**src/rtl/qfix_pkg.sv**
```systemverilog
// qfix_pkg: shared Q-format constants, FSM states and sign-magnitude/two's-complement helpers
package qfix_pkg;
  localparam int DEF_Q = 15;
  localparam int DEF_N = 32;
  localparam int MAXW = 64;
  typedef enum logic [2:0] {IDLE, ACC, FLUSH, SAT, OUT} state_t;
  function automatic logic [MAXW-1:0] sm_to_tc(input logic [MAXW-1:0] v, input int unsigned w);
    logic [MAXW-1:0] sb, m;
    sb = MAXW'(1) << (w - 1);
    m = v & (sb - MAXW'(1));
    return |(v & sb) ? -m : m;
  endfunction
  function automatic logic [MAXW-1:0] tc_to_sm(input logic [MAXW-1:0] v, input int unsigned w);
    logic [MAXW-1:0] sb, m;
    logic s;
    sb = MAXW'(1) << (w - 1);
    s = |(v & sb);
    m = (s ? -v : v) & (sb - MAXW'(1));
    return (s && m != '0) ? (m | sb) : m;
  endfunction
endpackage

```
**src/rtl/qdot_prod.sv**
```systemverilog
// qdot_prod: registered sign-magnitude Q multiply with product clamp and two's-complement output
module qdot_prod import qfix_pkg::*; #(
  parameter int Q = DEF_Q,
  parameter int N = DEF_N,
  parameter int GUARD = 8
) (
  input  logic                clk,
  input  logic                rst,
  input  logic                load,
  input  logic [N-1:0]        w,
  input  logic [N-1:0]        x,
  output logic                valid,
  output logic [N+GUARD-1:0]  prod,
  output logic                ovf
);
  localparam int AW = N + GUARD;
  localparam int PW = 2 * (N - 1);
  logic [PW-1:0] full;
  logic [PW-Q-1:0] shifted;
  logic big;
  logic [AW-2:0] mag;
  assign full = PW'(w[N-2:0]) * PW'(x[N-2:0]);
  assign shifted = (PW-Q)'(full >> Q);
  assign big = |shifted[PW-Q-1:AW-1];
  assign mag = big ? '1 : shifted[AW-2:0];
  // register the clamped product in two's complement, with its overflow flag
  always_ff @(posedge clk) begin
    if (rst) begin
      valid <= 1'b0;
      prod <= '0;
      ovf <= 1'b0;
    end else begin
      valid <= load;
      if (load) begin
        prod <= AW'(sm_to_tc(MAXW'({w[N-1] ^ x[N-1], mag}), AW));
        ovf <= big;
      end
    end
  end
endmodule

```
**src/rtl/qdot_accum.sv**
```systemverilog
// qdot_accum: streaming saturating dot-product accumulator with optional ReLU
module qdot_accum import qfix_pkg::*; #(
  parameter int Q = DEF_Q,
  parameter int N = DEF_N,
  parameter int GUARD = 8,
  parameter int CNT_W = 16
) (
  input  logic             clk,
  input  logic             rst,
  input  logic             in_valid,
  output logic             in_ready,
  input  logic [N-1:0]     in_w,
  input  logic [N-1:0]     in_x,
  input  logic             in_last,
  input  logic             relu_en,
  output logic             out_valid,
  input  logic             out_ready,
  output logic [N-1:0]     out_result,
  output logic             out_ovf,
  output logic [CNT_W-1:0] out_count
);
  localparam int AW = N + GUARD;
  localparam logic signed [AW-1:0] MAXA = {{(GUARD+1){1'b0}}, {(N-1){1'b1}}};
  localparam logic signed [AW-1:0] MINA = -MAXA;
  localparam logic [N-1:0] MAXN = {1'b0, {(N-1){1'b1}}};
  localparam logic [N-1:0] MINN = {1'b1, {(N-2){1'b0}}, 1'b1};
  state_t state, state_nx;
  logic xfer, p_valid, p_ovf, sticky, relu, acc_ovf, hi, lo;
  logic [AW-1:0] p, acc_nx;
  logic signed [AW-1:0] acc;
  logic signed [AW:0] sum;
  logic [N-1:0] tcv;
  logic [CNT_W-1:0] cnt;
  assign xfer = in_valid & in_ready;
  qdot_prod #(.Q(Q), .N(N), .GUARD(GUARD)) u_prod (
    .clk(clk), .rst(rst), .load(xfer), .w(in_w), .x(in_x),
    .valid(p_valid), .prod(p), .ovf(p_ovf)
  );
  assign sum = {acc[AW-1], acc} + {p[AW-1], p};
  assign acc_ovf = sum[AW] ^ sum[AW-1];
  assign acc_nx = acc_ovf ? {sum[AW], {(AW-1){~sum[AW]}}} : sum[AW-1:0];
  assign hi = acc > MAXA;
  assign lo = acc < MINA;
  assign tcv = (relu & acc[AW-1]) ? '0 : hi ? MAXN : lo ? MINN : acc[N-1:0];
  // state register
  always_ff @(posedge clk) begin
    state <= rst ? IDLE : state_nx;
  end
  // next-state: accept beats until last, then flush, saturate and hold the result
  always_comb begin
    state_nx = state;
    case (state)
      IDLE, ACC: state_nx = xfer ? (in_last ? FLUSH : ACC) : state;
      FLUSH:     state_nx = SAT;
      SAT:       state_nx = OUT;
      OUT:       state_nx = out_ready ? IDLE : OUT;
      default:   state_nx = IDLE;
    endcase
  end
  // handshake outputs decoded from state
  always_comb begin
    in_ready = !rst && (state == IDLE || state == ACC);
    out_valid = state == OUT;
  end
  // accumulator, beat counter, sticky overflow and result registers
  always_ff @(posedge clk) begin
    if (rst) begin
      acc <= '0;
      sticky <= 1'b0;
      relu <= 1'b0;
      cnt <= '0;
      out_result <= '0;
      out_ovf <= 1'b0;
      out_count <= '0;
    end else begin
      if (state == OUT && out_ready) begin
        acc <= '0;
        sticky <= 1'b0;
        cnt <= '0;
      end else begin
        if (p_valid) begin
          acc <= acc_nx;
          sticky <= sticky | p_ovf | acc_ovf;
        end
        if (xfer) cnt <= &cnt ? cnt : cnt + 1'b1;
      end
      if (xfer && state == IDLE) relu <= relu_en;
      if (state == SAT) begin
        out_result <= N'(tc_to_sm(MAXW'(tcv), N));
        out_ovf <= sticky | hi | lo;
        out_count <= cnt;
      end
    end
  end
endmodule
```
**config.mk**
```make
export PLATFORM = sky130hd
export DESIGN_NAME = qdot_accum
export DESIGN_NICKNAME = d
export VERILOG_FILES = /design/src/rtl/qfix_pkg.sv /design/src/rtl/qdot_prod.sv /design/src/rtl/qdot_accum.sv
export SDC_FILE = /design/constraint.sdc
export NUM_CORES = 2
export LEC_CHECK = 0
export ABC_AREA = 0
export CAP_MARGIN = 30
export CORE_AREA = 2 2 302 244
export DETAILED_ROUTE_END_ITERATION = 12
export DIE_AREA = 0 0 304 246
export GPL_ROUTABILITY_DRIVEN = 0
export PLACE_DENSITY = 0.79
export SLEW_MARGIN = 5
export SYNTH_ARGS = -nofsm -noshare
export SYNTH_HDL_FRONTEND = slang
export SYNTH_SLANG_ARGS = --single-unit
```
**constraint.sdc**
```tcl
create_clock -name clk -period 9.4 [get_ports clk]
set_input_delay 0.94 -clock clk [delete_from_list [all_inputs] [get_ports clk]]
set_output_delay 0.94 -clock clk [all_outputs]
set_load 0.03 [all_outputs]
```
==> run_results.csv <==
group,metric,value,unit
die,die_y,246,um
setup_path,crit_family,"adder cells",
outcome,violations,"setup timing",
setup_path,cp-start-kind,"input pin",
die,top_level_ports,121,
global_routing,grt_use_total,34.92,%
sta,worst_pin_slew,1.011,ns
layout,multi_input_area,35380,um^2
layout,layout-drive-gt1-share,15.95,%
route,drt_iter0_markers,4851,
clocking,cts_buffers,17,
synthesis,ys_ff_latch,152,
sta,clock.fmax,103.8,MHz
clocking,cts_max_path_buffers,2,
synthesis,syn_area_per_cell,8.440,um^2
sta,fin_skew,0.007448,ns
global_routing,grt_util_met3,8.499,%
setup_path,cp.depth,35,
setup_path,crit_buf_inv,7,
hold_path,whs_path_depth,2,
setup_path,worst-setup-path-type,"input pin to flip-flop",
global_routing,grt_overflow,0,
setup_path,r2r_slack,3.51,ns
die,num_rows,88,
route,drtPass1Iterations,8,
synthesis,synth_ff_type,"dfxtp_1",
sta,final.setup.tns,-1.168,ns
synthesis,synth_cells,4970,
die,dieArea,74780,um^2
synthesis,yosysMostFrequentCell,"inv_1",
synthesis,synth-async-reset-ratio,0,%
synthesis,yosysSeqAreaShare,7.254,%
setup_path,crit_fanout,12,
global_routing,antenna_found_initial,8,
route,drc,0,
die,start_util,58.52,%
synthesis,synthTopCellsByArea,"fa_1 (40%), ha_1 (8.8%), and2_1 (8.2%)",
clocking,cts_hold_buf,0,
outcome,status,"complete, but fails checks",
sta,rsz0062_at_grt,"yes",
route,dr_total_vias,38732,
route,wl_per_cell,21.33,um
clocking,cts_root_buffer,"clkbuf_16",
sta,setup_viol,10,
sta,setup_slack,-0.2294,ns
job,maxCapViolations,0,
global_routing,grt_max_degree,67,
placement,dp_hpwl,94210,um
global_routing,grt_use_met2,55.78,%
synthesis,netlist_area,41950,um^2
setup_path,max_stage_delay,0.58,ns
clocking,clock_latency,0.45,ns
clocking,cts.clk_slew.worst_paths,0.07,ns
setup_path,path_common_cell,"fa_1",
die,core,71680,um^2
clocking,h-tree-depth,4,
sta,relSlewSlack,32.01,%
global_routing,grt_pass1_vias,39251,
sta,finalCritPeriodShare,102.4,%
setup_path,slowest_stage,"fa_1",
global_routing,grt_pass1_wl,207400,um
route,drtAntennaViolNets,0,
die,chipWidth,304,um
setup_path,end_kind,"flip-flop",
synthesis,synth_top_area_cell,"fa_1",
layout,fill_cells,4854,
setup_path,reg2reg_depth,15,
setup_path,crit_arrival,9.94,ns
synthesis,synth_top_area_share,39.94,%
route,viasPerCell,6.076,
hold_path,min_path_type,"flip-flop to flip-flop",
route,wirelength,136000,um
sta,final.min_clock_period,9.629,ns
synthesis,netlist_top_cells_count,"inv_1 (840), fa_1 (837), nand2_1 (637)",
synthesis,synth_cell_types,101,
sta,slew_viol_final,0,
synthesis,yosysWarnings,0,
global_routing,grt.busiest_layer,"met2",
synthesis,synth-edff-count,0,
global_routing,grtUsageMet1,45.32,%
clocking,cts_tree,"yes",
clocking,clock_sinks,152,
layout,register_area,3043,um^2
layout,nNetsFinal,6611,
setup_path,required,9.71,ns
layout,area_growth_syn_to_layout,20.87,%
sta,hold_viol_final,0,
synthesis,syn_nets,6172,
placement,io_buffers,120,
[cell families after synthesis]
logic type | synth area share (%)
XOR/XNOR | 2.067
AND/OR/NAND/NOR | 20.43
multiplexers | 0.3669
buffers and inverters | 10.30
flip-flops | 7.254
adder cells (fa/ha/maj) | 48.79
AO/OA/AOI/OAI | 10.79
[metal layers]
layer	vias to the layer above	routed length [um]
li1	16456	-
met1	18888	49900
met2	2650	60470
met3	736	17920
met4	2	7699
met5	-	14
[placed cells by master, fill, tap and decap left out, types with 37 or more instances in the layout]
| cell type | count |
|---|---|
| a211oi_1 | 43 |
| a21o_1 | 39 |
| a21oi_1 | 248 |
| and2_1 | 522 |
| buf_12 | 70 |
| buf_4 | 473 |
| clkdlybuf4s50_1 | 67 |
| dfxtp_1 | 152 |
| fa_1 | 802 |
| ha_1 | 269 |
| inv_1 | 822 |
| nand2_1 | 632 |
| nand3_1 | 64 |
| nand4_1 | 41 |
| nor2_1 | 219 |
| nor3_1 | 44 |
| o21ai_0 | 145 |
| xnor2_1 | 60 |
| xor2_1 | 37 |
[cell type report]
cell class / instances / area share (%)
Antenna cell: 8 / 0.03948
Clock buffer: 18 / 0.8662
Clock inverter: 14 / 0.2640
Inverter: 841 / 6.226
Multi-Input combinational cell: 3675 / 69.77
Sequential cell: 152 / 6.002
Tap cell: 945 / 2.332
Timing Repair Buffer: 722 / 14.50
[through the flow]
stage | utilization [%] | cells | setup WS [ns] | hold WS (ns) | cell area (um^2)
after detailed placement | 66.63 | 6226 | -0.9283 | 0.4456 | 47760
after CTS | 69.59 | 6319 | -0.04216 | 0.4552 | 49880
final | 70.74 | 6375 | -0.2294 | 0.4545 | 50700
after global routing | 70.71 | 6367 | -0.5592 | 0.4695 | 50680
after floorplan | - | 4970 | -0.1640 | 0.4319 | 42200
after global placement | 66.63 | 6226 | -0.7816 | 0.4434 | 47760
[path summary, 6_finish.rpt]
kind / endpoint / from
max: u_prod.prod[28] / in_x[9]
min: out_count[12] / out_count[12]
max reg2reg: out_result[31] / acc[31]
min reg2reg: out_count[12] / out_count[12]
[repair_timing]
item / 4_1_cts / 5_1_grt
buffers inserted: 34 / 36
gates resized for setup: 164 / 197
pin swaps: 36 / 96
setup endpoints to repair: 12 / 21
cloned: 27 / 11
hold endpoints to repair: 0 / 0
[sequential cells by signal (all words and copies together), names as in the netlist]
register      flops
state             3
relu              1
cnt              16
u_prod.prod      40
u_prod.ovf        1
out_result       32
out_ovf           1
acc              40
u_prod.valid      1
out_count        16
sticky            1
[worst reg2reg max path: cells and delay by family (launching register included)]
| family | cells | cell delay [ns] |
|---|---|---|
| and+or+nand+nor | 7 | 3.15 |
| adders and majority gates | 1 | 0.47 |
| buffers and inverters | 1 | 0.16 |
| DFF | 1 | 0.40 |
| AOI/OAI and AO/OA | 6 | 1.56 |
Power is not shown: default switching activity piles up to over one toggle a cycle in this logic, so the estimate is an artifact.
